[src/rtl/envelope_generator_pkg.sv]
// Shared types and constants for the ADSR envelope stage: state encoding,
// descriptor field layout and level arithmetic constants.
package envelope_generator_pkg;

  typedef enum logic [2:0] {
    ST_IDLE    = 3'd0,
    ST_FETCH   = 3'd1,
    ST_WAIT    = 3'd2,
    ST_ATTACK  = 3'd3,
    ST_DECAY   = 3'd4,
    ST_SUSTAIN = 3'd5,
    ST_RELEASE = 3'd6
  } env_state_e;

  localparam int A_POS = 12;
  localparam int D_POS = 8;
  localparam int S_POS = 4;
  localparam int R_POS = 0;

  localparam logic [7:0] LEVEL_MAX   = 8'd255;
  localparam int         STEP_SHIFT  = 2;
  localparam logic [8:0] SUSTAIN_MUL = 9'd17;

  typedef struct packed {
    logic [3:0] a;
    logic [3:0] d;
    logic [3:0] s;
    logic [3:0] r;
  } env_param_t;

  function automatic env_param_t unpack_desc(input logic [15:0] w);
    env_param_t p;
    p.a = w[A_POS +: 4];
    p.d = w[D_POS +: 4];
    p.s = w[S_POS +: 4];
    p.r = w[R_POS +: 4];
    return p;
  endfunction

  function automatic logic [7:0] sustain_level(input logic [3:0] s);
    logic [8:0] prod;
    prod = {5'd0, s} * SUSTAIN_MUL;
    return prod[7:0];
  endfunction

endpackage

[src/rtl/envelope_step.sv]
// Combinational saturating level step: moves level toward target by
// nibble<<STEP_SHIFT, clamps at the target, flags arrival.
module envelope_step
  import envelope_generator_pkg::*;
(
  input  logic [7:0] level,
  input  logic [3:0] step_nib,
  input  logic [7:0] target,
  input  logic       dir_up,
  output logic [7:0] next_level,
  output logic       reached
);

  logic [8:0] step;
  logic [8:0] sum;
  logic [8:0] lim;

  always_comb begin
    step       = {5'd0, step_nib} << STEP_SHIFT;
    sum        = '0;
    lim        = '0;
    next_level = target;
    if (step_nib != 4'd0) begin
      if (dir_up) begin
        sum        = {1'b0, level} + step;
        next_level = (sum >= {1'b0, target}) ? target : sum[7:0];
      end else begin
        // compare against target+step so the subtraction never underflows
        lim        = {1'b0, target} + step;
        next_level = ({1'b0, level} <= lim) ? target : (level - step[7:0]);
      end
    end
    reached = (next_level == target);
  end

endmodule

[src/rtl/envelope_generator.sv]
// Per-channel ADSR envelope: fetches an instrument descriptor from an external
// sync ROM on note start, then steps the level on each enable strobe.
module envelope_generator
  import envelope_generator_pkg::*;
#(
  parameter INSTRUMENT_FILE = ""
) (
  input  logic        i_clk,
  input  logic        i_rst_n,
  input  logic        i_load,
  input  logic        i_enable,
  input  logic        i_release,
  input  logic [3:0]  i_instrument,
  output logic [3:0]  o_rom_addr,
  input  logic [15:0] i_rom_data,
  output logic [7:0]  o_level,
  output logic        o_active,
  output logic        o_valid
);

  // image name is carried for documentation; the ROM lives in the channel top
  if (INSTRUMENT_FILE == "") begin : g_no_image
  end

  env_state_e state, state_nxt;
  env_param_t par, par_nxt;
  logic [7:0] level, level_nxt;
  logic [3:0] rom_addr, rom_addr_nxt;
  logic       pend, pend_nxt;
  logic       valid, valid_nxt;

  logic [3:0] step_nib;
  logic [7:0] step_tgt;
  logic       step_up;
  logic [7:0] step_level;
  logic       step_reached;

  always_comb begin
    step_nib = '0;
    step_tgt = level;
    step_up  = 1'b0;
    case (state)
      ST_ATTACK:  begin step_nib = par.a; step_tgt = LEVEL_MAX; step_up = 1'b1; end
      ST_DECAY:   begin step_nib = par.d; step_tgt = sustain_level(par.s); end
      ST_RELEASE: begin step_nib = par.r; step_tgt = '0; end
      default: ;
    endcase
  end

  envelope_step u_step (
    .level      (level),
    .step_nib   (step_nib),
    .target     (step_tgt),
    .dir_up     (step_up),
    .next_level (step_level),
    .reached    (step_reached)
  );

  always_comb begin
    state_nxt    = state;
    par_nxt      = par;
    level_nxt    = level;
    rom_addr_nxt = rom_addr;
    pend_nxt     = pend;
    valid_nxt    = 1'b0;
    if (i_load) begin
      // hard retrigger from any state; a coincident release is dropped
      rom_addr_nxt = i_instrument;
      level_nxt    = '0;
      pend_nxt     = 1'b0;
      state_nxt    = ST_FETCH;
    end else begin
      case (state)
        ST_FETCH: begin
          if (i_release) pend_nxt = 1'b1;
          state_nxt = ST_WAIT;
        end
        ST_WAIT: begin
          par_nxt   = unpack_desc(i_rom_data);
          valid_nxt = 1'b1;
          pend_nxt  = 1'b0;
          state_nxt = (pend || i_release) ? ST_RELEASE : ST_ATTACK;
        end
        ST_ATTACK, ST_DECAY: begin
          if (i_release) begin
            state_nxt = ST_RELEASE;
          end else if (i_enable) begin
            level_nxt = step_level;
            if (step_reached) state_nxt = (state == ST_ATTACK) ? ST_DECAY : ST_SUSTAIN;
          end
        end
        ST_SUSTAIN: begin
          if (i_release) state_nxt = ST_RELEASE;
        end
        ST_RELEASE: begin
          if (i_enable) begin
            level_nxt = step_level;
            if (step_reached) state_nxt = ST_IDLE;
          end
        end
        default: state_nxt = ST_IDLE;
      endcase
    end
  end

  always_ff @(posedge i_clk or negedge i_rst_n) begin
    if (!i_rst_n) begin
      state    <= ST_IDLE;
      par      <= '0;
      level    <= '0;
      rom_addr <= '0;
      pend     <= 1'b0;
      valid    <= 1'b0;
    end else begin
      state    <= state_nxt;
      par      <= par_nxt;
      level    <= level_nxt;
      rom_addr <= rom_addr_nxt;
      pend     <= pend_nxt;
      valid    <= valid_nxt;
    end
  end

  assign o_rom_addr = rom_addr;
  assign o_level    = level;
  assign o_active   = (state != ST_IDLE);
  assign o_valid    = valid;

endmodule

[config.mk]
export PLATFORM = sky130hd
export DESIGN_NAME = envelope_generator
export DESIGN_NICKNAME = d
export VERILOG_FILES = /design/src/rtl/envelope_generator_pkg.sv /design/src/rtl/envelope_step.sv /design/src/rtl/envelope_generator.sv
export SDC_FILE = /design/constraint.sdc
export NUM_CORES = 1
export LEC_CHECK = 0
export ABC_AREA = 0
export ABC_CLOCK_PERIOD_IN_PS = 4650
export BUFFER_PORTS_ARGS = -buffer_cell sky130_fd_sc_hd__buf_2
export CELL_PAD_IN_SITES_DETAIL_PLACEMENT = 1
export CELL_PAD_IN_SITES_GLOBAL_PLACEMENT = 1
export CORE_ASPECT_RATIO = 2
export CORE_MARGIN = 2
export CORE_UTILIZATION = 41
export CTS_CLUSTER_DIAMETER = 200
export DETAILED_ROUTE_END_ITERATION = 7
export PLACE_DENSITY_LB_ADDON = 0.1
export SYNTH_ARGS = -nofsm -noshare
export SYNTH_HDL_FRONTEND = slang
export SYNTH_HIERARCHICAL = 1
export SYNTH_SLANG_ARGS = --single-unit
[constraint.sdc]
create_clock -name i_clk -period 4.65 [get_ports i_clk]
set_clock_uncertainty 0.1 [all_clocks]
set_input_delay 0.93 -clock i_clk [delete_from_list [all_inputs] [get_ports i_clk]]
set_output_delay 0.93 -clock i_clk [all_outputs]
set_load 0.02 [all_outputs]
* After elaboration in Yosys (flattened, before gate mapping)
Cells that the tools add are included.
** Storage, ports and cells
- Register bits after elaboration :: 33
- Input port bits :: 25
- Output and inout bits :: 14
- Word-level logic and storage cells :: 66
** Operators by class
- Add/sub/neg operators :: 3
- Multiply operators :: 1
- Magnitude comparators :: 2
- Eq/ne operators :: 14
- Muxes and demuxes :: 26
- Bitwise logic cells :: 1
- Reduce and logical (&&, ||, !) cells :: 10
** Operator list (count)
- 8-bit two-way mux :: 7
- 3-bit two-way mux :: 8
- 8-bit case mux with 3 select lines :: 1
- 8-bit by 6-bit adder with 9-bit output :: 2
- 8-bit case mux with 2 select lines :: 1
- 3-bit inequality test (second input constant) :: 5
- 3-bit case mux with 5 select lines :: 1
- 4-bit case mux with 3 select lines :: 1
- 3-bit equality test (second input constant) :: 3
- 9-bit by 8-bit >= comparator with 1-bit output :: 1
- 8-bit by 9-bit <= comparator with 1-bit output :: 1
- 3-bit nonzero test :: 3
- 8-bit equality test :: 1
- 4-bit by 5-bit multiplier with 8-bit output (second input constant) :: 1
- 4-bit inequality test (second input constant) :: 2
- 8-bit by 6-bit subtractor with 8-bit output :: 1
- 3-bit by 2-bit equality test with 1-bit output (second input constant) :: 2
- 1-bit two-way mux :: 6
- 2-bit AND reduction :: 3
- 5-bit AND reduction :: 1
- 4-bit nonzero test :: 1
- 3-bit by 1-bit equality test with 1-bit output (second input constant) :: 1
- 1-bit case mux with 2 select lines :: 1
- 2-bit OR reduction :: 1
- 2 further kinds :: 2

* Longest topological paths before layout
Gate-level depths: netlist (run 1).
- Depth after elaboration :: 13
- Mapped depth :: 22
- Gate-level depth less buffers :: 21

* Hierarchy
The synthesis (run 1) kept the hierarchy.
** Modules (own cells, without submodules)
- envelope_generator :: instances 1, cells each 149, area each 1669.1 um^2
- envelope_step :: instances 1, cells each 175, area each 1376.3 um^2

* Worst setup path before layout (run 1)
OpenSTA, ideal clock, no wires.
- Kind :: reg2reg
- From :: reg state[1]
- To :: reg state[2]
- Library setup time :: 0.078 ns
- Arrival time :: 4.902 ns
- Required time :: 4.472 ns
- Slack :: -0.430 ns
- Cell stages (with the launch flop) :: 22
- Period minus slack after synthesis :: 5.080 ns
- Cells stage by stage :: dfrtp_1 buf_1 nor3b_2 a22o_1 inv_1 ha_1 or3b_1 a31oi_1 o21ai_1 xor2_1 inv_1 ha_1 nand3_1 o211ai_1 nor3_4 a21oi_1 a311oi_1 a2111oi_2 a21oi_1 a211oi_1 a211oi_1 o2bb2ai_1
** On the way
- Word-level cells in the longest chain between the ends :: 10
- Elaborated cells on any way between the ends :: 29
- Classes of those cells :: add/sub: 3; order compare: 2; eq/ne: 12; mux: 9; reduce/logical: 3
** RTL lines
- start: declaration :: RTL line envelope_generator.sv:25 : env_state_e state, state_nxt;
- start signal: assignment :: RTL line envelope_generator.sv:115 : state <= state_nxt;
- 3-bit equality test / 3-bit by 2-bit equality test with 1-bit output (equally long branches) :: RTL line envelope_generator.sv:42 : case (state)
- 4-bit case mux with 3 select lines (*) :: RTL line envelope_generator.sv:42
- via step_nib[1] :: RTL line envelope_generator.sv:32 : logic [3:0] step_nib;
- 8-bit by 6-bit adder with 9-bit output, on equally long branches :: RTL line envelope_step.sv:29, envelope_step.sv:25
- 8-bit by 9-bit <= comparator with 1-bit output / 9-bit by 8-bit >= comparator with 1-bit output (equally long branches) :: RTL line envelope_step.sv:30, envelope_step.sv:26
- 8-bit two-way mux, on equally long branches :: RTL line envelope_step.sv:30, envelope_step.sv:26
- 8-bit two-way mux :: RTL line envelope_step.sv:24 : if (dir_up) begin
- 8-bit two-way mux (*) :: RTL line envelope_step.sv:23 : if (step_nib != 4'd0) begin
- 8-bit equality test (*) :: RTL line envelope_step.sv:33 : reached = (next_level == target);
- via step_reached :: RTL line envelope_generator.sv:36 : logic step_reached;
- 4-bit inequality test (no line) / 3-bit inequality test (equally long branches)
- 5-bit AND reduction (no line) (*)
Mark *: on every way through the listed nets, which the timed path passes. The rest lies on a longest branch.
A chain may end at the register's enable or synchronous reset.

* Final worst setup path (run 1)
- From :: reg state[0]
- To :: reg state[0]
The elaborated chain is that of the path after synthesis.

==> impl_metrics.py, run 1 <==
metrics = {
    "outcome": {
        "status": "finished with violations",
        "violations": "setup timing",
    },
    "worst_setup_path": {
        "end_kind": "register",
        "critical_path.cell_chain": "nor2b_4 -> a22o_1 -> a22o_4 -> ha_2 -> fa_2 -> nor2b_2 -> o31a_4 -> xor2_2 -> ha_1 -> nand3_2 -> o211ai_1 -> buf_4 -> buf_6 -> or3b_1 -> a31oi_2 -> o2111a_1 -> a2111oi_4 -> a21oi_2 -> nand2_1 -> nand3_2 -> mux2i_1",
        "start_kind": "register",
        "crit_type": "reg -> reg",
        "slowest_delay_ps": 470,
        "slowest_stage": "dfrtp_2",
        "worst-path-max-fanout": 6,
        "worstPathRequired_ps": 4750,
        "rr_worst_depth": 21,
        "crit_buf_inv": 2,
        "critical_path.top_delay_family": "compound AO/OA/AOI/OAI gates",
        "worst-path-stages": 21,
        "critPathMostFrequentCell": "nand3_2",
        "cp.arrival_ps": 4950,
    },
    "yosys": {
        "yosys.cell_types.count": 65,
        "synth-async-reset-ratio_pct": 100,
        "synth_nets": 378,
        "netlist_instances": 324,
        "synthAdderAreaFrac_pct": 12.7,
        "synth_xor_area_share_pct": 4.56,
        "ys_seq_area_share_pct": 27.1,
        "synth_edf_count": 0,
        "synth_top_flop_cell": "dfrtp_1",
        "synth_area_um2": 3050,
        "synth_top_family_by_area": "compound AO/OA/AOI/OAI gates",
        "synth.avg_cell_area_um2": 9.40,
        "synth-seq-cells": 33,
        "ys_warn_count": 6,
        "muxShareOfSynthArea_pct": 11.8,
        "synth.top_cell.area_share_pct": 27.1,
        "synthTopCellsByArea": "dfrtp_1, ha_1, mux2_1",
        "synth_top_cell_by_area": "dfrtp_1",
        "synth-compound-area-share_pct": 19.8,
        "synth-simple-area-share_pct": 19.4,
    },
    "cells_and_area": {
        "diodes": 0,
        "layout.cells.non_filler": 510,
        "final_layout_size_suffix_gt1_share_pct": 38.0,
        "area_growth_pct": 33.5,
        "fill_cells": 846,
        "layout.nets": 471,
    },
    "global_route": {
        "antenna_found_initial": 0,
        "grt_overflow": 0,
        "grt_max_degree": 34,
        "grt_pass1_wl_um": 16100,
        "grt_usage_pct": 26.3,
        "grt_pass1_vias": 3262,
    },
    "clocking": {
        "cts_tree": "built",
        "root_buffer": "clkbuf_16",
        "cts_buffer_depth": 2,
        "cts.clk_slew.worst_paths_ps": 50,
        "cts.sinks": 33,
        "clock_latency_ps": 280,
        "cts_hold_buffers": 0,
        "htreeDepth": 2,
        "cts_buffers": 5,
    },
    "placement": {
        "dpl.hpwl_um": 8220,
        "pre_cts_ws_ps": -368,
        "port_buffers": 38,
        "gp_congestion": 0.962,
        "dp_cells": 491,
    },
    "timing": {
        "period_share_pct": 104,
        "fmax_mhz": 206,
        "worst_slew_pin_slew_ps": 757,
        "period_needed_ps": 4850,
        "hold_viol_final": 0,
        "rsz0062_at_grt": "yes",
        "slew_violations": 0,
        "setup_violations": 2,
        "layout_setup_ws_ps": -203,
        "maxSlewHeadroom_pct": 49.4,
        "worst_hold_slack_ps": 392,
    },
    "routing": {
        "via_per_inst": 5.69,
        "vias": 2903,
        "drt_iter0_drc": 75,
        "wl_um": 10300,
        "wl_per_cell_um": 20.3,
        "drc": 0,
        "postRouteAntennaNets": 0,
        "dr.pass1.iters": 4,
    },
    "floorplanning": {
        "start_util_pct": 42.2,
        "die_area_um2": 8170,
        "die_h_um": 126,
        "ios": 39,
        "design.core.area_um2": 7210,
        "placementRows": 44,
        "die_w_um": 64.9,
    },
    "worst_hold_path": {
        "min_path_cells": 1,
        "holdCritPathClass": "reg -> reg",
    },
    "run": {
        "cap_violations": 0,
    },
    "power_and_ir_drop": {
        "power_density_nw_per_um2": 824,
        "leakagePower_nw": 1.97,
        "ir_worst_vdd_v": 0.000386,
    },
}
-- registers in the layout (all words and copies together) (netlist names) --
name / flops
par: 16
o_level: 8
o_rom_addr: 4
state: 3
o_valid: 1
pend: 1
-- repair_timing --
action | in CTS | in global routing
gates resized for setup | 18 | 13
setup endpoints to repair | 3 | 11
pin swaps | 16 | 8
setup buffers | 7 | 4
-- routing by layer --
| layer | GRT usage, % | share of wire [%] | up-vias |
|---|---|---|---|
| met3 | 2.14 | 1.5 | 29 |
| met2 | 54.5 | 61 | 56 |
| li1 | - | - | 1377 |
| met1 | 22.7 | 32 | 1441 |
| met4 | 15.0 | 5.0 | 0 |
| met5 | 0 | 0 | - |
-- where the power goes --
group	leakage (nW)	internal (mW)	total, mW	switching (mW)
clock	0.0706	0.196	0.316	0.120
combinational	1.49	1.22	2.57	1.35
sequential	0.413	0.383	0.463	0.0804
total	1.97	1.80	3.35	1.55
-- cell usage after synthesis (all sizes together), types with 2 or more instances --
master / count
a211oi: 5
a21o: 3
a21oi: 16
a22o: 8
a311oi: 4
a31oi: 3
a32oi: 3
buf: 6
clkbuf: 7
dfrtp: 33
fa: 3
ha: 26
inv: 19
mux2: 22
mux2i: 11
nand2: 12
nand2b: 15
nand3: 14
nand3b: 2
nand4: 2
nor2: 23
nor2b: 7
nor3: 5
nor3b: 3
nor4: 2
nor4bb: 2
o211ai: 5
o21ai: 20
o221ai: 2
o22a: 2
o22ai: 2
o31ai: 2
or3: 2
or3b: 2
or4: 2
xnor2: 10
xor2: 5
-- area by class of cell --
type / count / area, µm² / share of cell area, %
clock buffers: 6 / 129 / 3.17
clock inverters: 2 / 10.0 / 0.246
inverters: 19 / 71.3 / 1.75
multi-input cells: 259 / 2250 / 55.4
flip-flops and latches: 33 / 828 / 20.4
well taps: 92 / 115 / 2.83
repair buffers: 99 / 659 / 16.2
-- per-stage QoR --
stage	cell area (µm²)	total power [mW]	util [%]	TNS (ps)
6_report	4070	3.35	56.4	-336
5_1_grt	4070	3.58	56.4	-1280
4_1_cts	3980	3.28	55.2	-375
3_5_place_dp	3700	2.72	51.3	-916
3_3_place_gp	3700	2.66	51.3	-471
2_1_floorplan	3100	1.88	-	0
-- kinds of logic (layout without fill, tap and decap cells) --
logic type | count (synthesis) | in the layout
adder cells (fa/ha/maj) | 29 | 29
multiplexers | 33 | 33
buffers and inverters | 32 | 126
XOR/XNOR | 15 | 15
flip-flops | 33 | 33
AO/OA/AOI/OAI | 84 | 84
AND/OR/NAND/NOR | 98 | 98
-- cells in the final DEF, fill, tap and decap left out, drive strengths merged, types with 14 or more instances in the layout --
master / count
buf: 99
dfrtp: 33
ha: 26
nor2: 23
mux2: 22
o21ai: 20
inv: 19
a21oi: 16
nand2b: 15
nand3: 14
-- worst reg2reg max path, stage by stage (launching register included) --
cell and delay (ps):
dfrtp_2 470, nor2b_4 170, a22o_1 180, a22o_4 240, ha_2 200, fa_2 340
nor2b_2 170, o31a_4 300, xor2_2 170, ha_1 350, nand3_2 120, o211ai_1 110
buf_4 160, buf_6 110, or3b_1 380, a31oi_2 170, o2111a_1 260, a2111oi_4 50
a21oi_2 240, nand2_1 140, nand3_2 150, mux2i_1 180
-- final timing paths --
path	from	end	slack [ps]
max	state[0]	state[0]	-200
min	par[5]	par[5]	390
max reg2reg	state[0]	state[0]	-200
min reg2reg	par[5]	par[5]	390
max in group asynchronous	i_rst_n	state[0]	3300
min in group asynchronous	i_rst_n	o_valid	620
Note: power is estimated with default switching activity, not from simulation.
==> run 2: changes to the inputs <==
--- a/config.mk
+++ b/config.mk
@@ -16,6 +16,7 @@
 export CTS_CLUSTER_DIAMETER = 200
 export DETAILED_ROUTE_END_ITERATION = 7
 export PLACE_DENSITY_LB_ADDON = 0.1
+export SKIP_CTS_REPAIR_TIMING = 1
 export SYNTH_ARGS = -nofsm -noshare
 export SYNTH_HDL_FRONTEND = slang
 export SYNTH_HIERARCHICAL = 1
==> run 2 against run 1 <==
Net effect:
- the flow still finishes with violations (setup timing)
- sequential share of layout area increased by 0.088 points
- maximum frequency shrank 1.0%
- global-route usage decreased by 0.63 points
- critical endpoint unchanged
- largest cell class unchanged
- combinational power barely moved
- non-clock buffer count fell by 5
- clock power barely moved
- routed wire length is 0.36% lower
==> impl_metrics.py, run 2 (synthesis results as in run 1) <==
metrics = {
    "clocking": {
        "cts_tree": "built",
        "htreeDepth": 2,
        "root_buffer": "clkbuf_16",
        "cts.clk_slew.worst_paths_ps": 50,
        "clock_latency_ps": 280,
        "cts_buffers": 5,
        "cts_buffer_depth": 2,
        "cts.sinks": 33,
    },
    "floorplanning": {
        "design.core.area_um2": 7210,
        "placementRows": 44,
        "die_area_um2": 8170,
        "die_h_um": 126,
        "start_util_pct": 42.2,
        "ios": 39,
        "die_w_um": 64.9,
    },
    "placement": {
        "port_buffers": 38,
        "pre_cts_ws_ps": -368,
        "gp_congestion": 0.962,
        "dpl.hpwl_um": 8220,
    },
    "power_and_ir_drop": {
        "leakagePower_nw": 1.95,
        "ir_worst_vdd_v": 0.000392,
        "power_density_nw_per_um2": 828,
    },
    "global_route": {
        "grt_overflow": 0,
        "grt_pass1_wl_um": 15700,
        "grt_max_degree": 34,
        "antenna_found_initial": 0,
        "grt_usage_pct": 25.7,
        "grt_pass1_vias": 3209,
    },
    "worst_hold_path": {
        "holdCritPathClass": "reg -> reg",
        "min_path_cells": 1,
    },
    "timing": {
        "period_needed_ps": 4900,
        "slew_violations": 0,
        "fmax_mhz": 204,
        "period_share_pct": 105,
        "worst_slew_pin_slew_ps": 767,
        "rsz0062_at_grt": "yes",
        "layout_setup_ws_ps": -253,
        "setup_violations": 3,
        "setup-tns-final_ps": -509,
        "hold_viol_final": 0,
        "maxSlewHeadroom_pct": 48.7,
    },
    "cells_and_area": {
        "final_cell_mix": "buf_4, buf_2, dfrtp_1",
        "area_growth_pct": 32.9,
        "final_layout_size_suffix_gt1_share_pct": 38.3,
        "layout.nets": 466,
        "largest_register_ffs": 16,
        "regMostFlops": "par",
        "fill_cells": 840,
        "diodes": 0,
        "mostFrequentLayoutCell": "buf_4",
    },
    "routing": {
        "drc": 0,
        "dr.pass1.iters": 4,
        "via_per_inst": 5.75,
        "drt_iter0_drc": 70,
        "wl_per_cell_um": 20.4,
        "wl_um": 10300,
        "postRouteAntennaNets": 0,
        "vias": 2906,
    },
    "worst_setup_path": {
        "start_kind": "register",
        "worst-path-max-fanout": 5,
        "end_kind": "register",
        "cp.arrival_ps": 5000,
        "rr_worst_depth": 22,
        "crit_type": "reg -> reg",
        "worstPathRequired_ps": 4750,
    },
    "outcome": {
        "status": "finished with violations",
        "violations": "setup timing",
    },
    "run": {
        "cap_violations": 0,
    },
}
run 2: worst max-delay path, cell delays in order (launching register included):
cell	delay, ps
dfrtp_2	450
nor2b_4	150
a22o_1	220
a22o_4	220
inv_2	90
ha_4	210
or3b_1	390
a31oi_1	160
o21ai_1	100
xor2_1	280
inv_1	140
ha_4	250
a21oi_2	120
o211ai_1	160
buf_4	180
or3b_1	400
a31oi_2	180
o2111a_1	260
a2111oi_4	50
a21oi_2	240
nand2_1	130
nand3_2	140
mux2i_1	180
run 2: layout make-up:
type	instances	area, µm²	area share [%]
multi-input combinational	259	2280	56.2
sequential	33	828	20.5
timing repair buffer	94	618	15.3
clock buffer	6	129	3.18
tap	92	115	2.84
inverter	19	71.3	1.76
clock inverter	2	10.0	0.247
run 2: final timing paths:
kind / slack, ps / startpoint / end
min reg2reg: 390 / par[5] / par[5]
min in group asynchronous: 610 / i_rst_n / par[14]
max: -250 / state[2] / state[0]
min: 390 / par[5] / par[5]
max in group asynchronous: 3290 / i_rst_n / state[0]
max reg2reg: -250 / state[2] / state[0]
run 2: report_power, final:
part,internal (mW),switching (mW),leakage (nW)
registers,0.383,0.0820,0.413
clock network,0.196,0.120,0.0706
logic,1.21,1.36,1.47
run 2: routing by layer:
layer  share of wire [%]  up-vias  track usage, %
met4                 5.8        0            16.8
met1                  32     1443            21.6
met2                  60       60            52.8
met5                   0        -               0
met3                 1.4       33            1.88
li1                    -     1370               -
run 2: through the flow:
step                      power, mW  instances  instance area (µm²)  util, %  hold WS (ps)
after floorplan                1.88        324                 3100        -           358
after global placement         2.66        491                 3700     51.3           368
after detailed placement       2.72        491                 3700     51.3           384
after CTS                      3.06        499                 3840     53.2           396
after global routing           3.57        505                 4050     56.1           409
final                          3.35        505                 4050     56.1           391
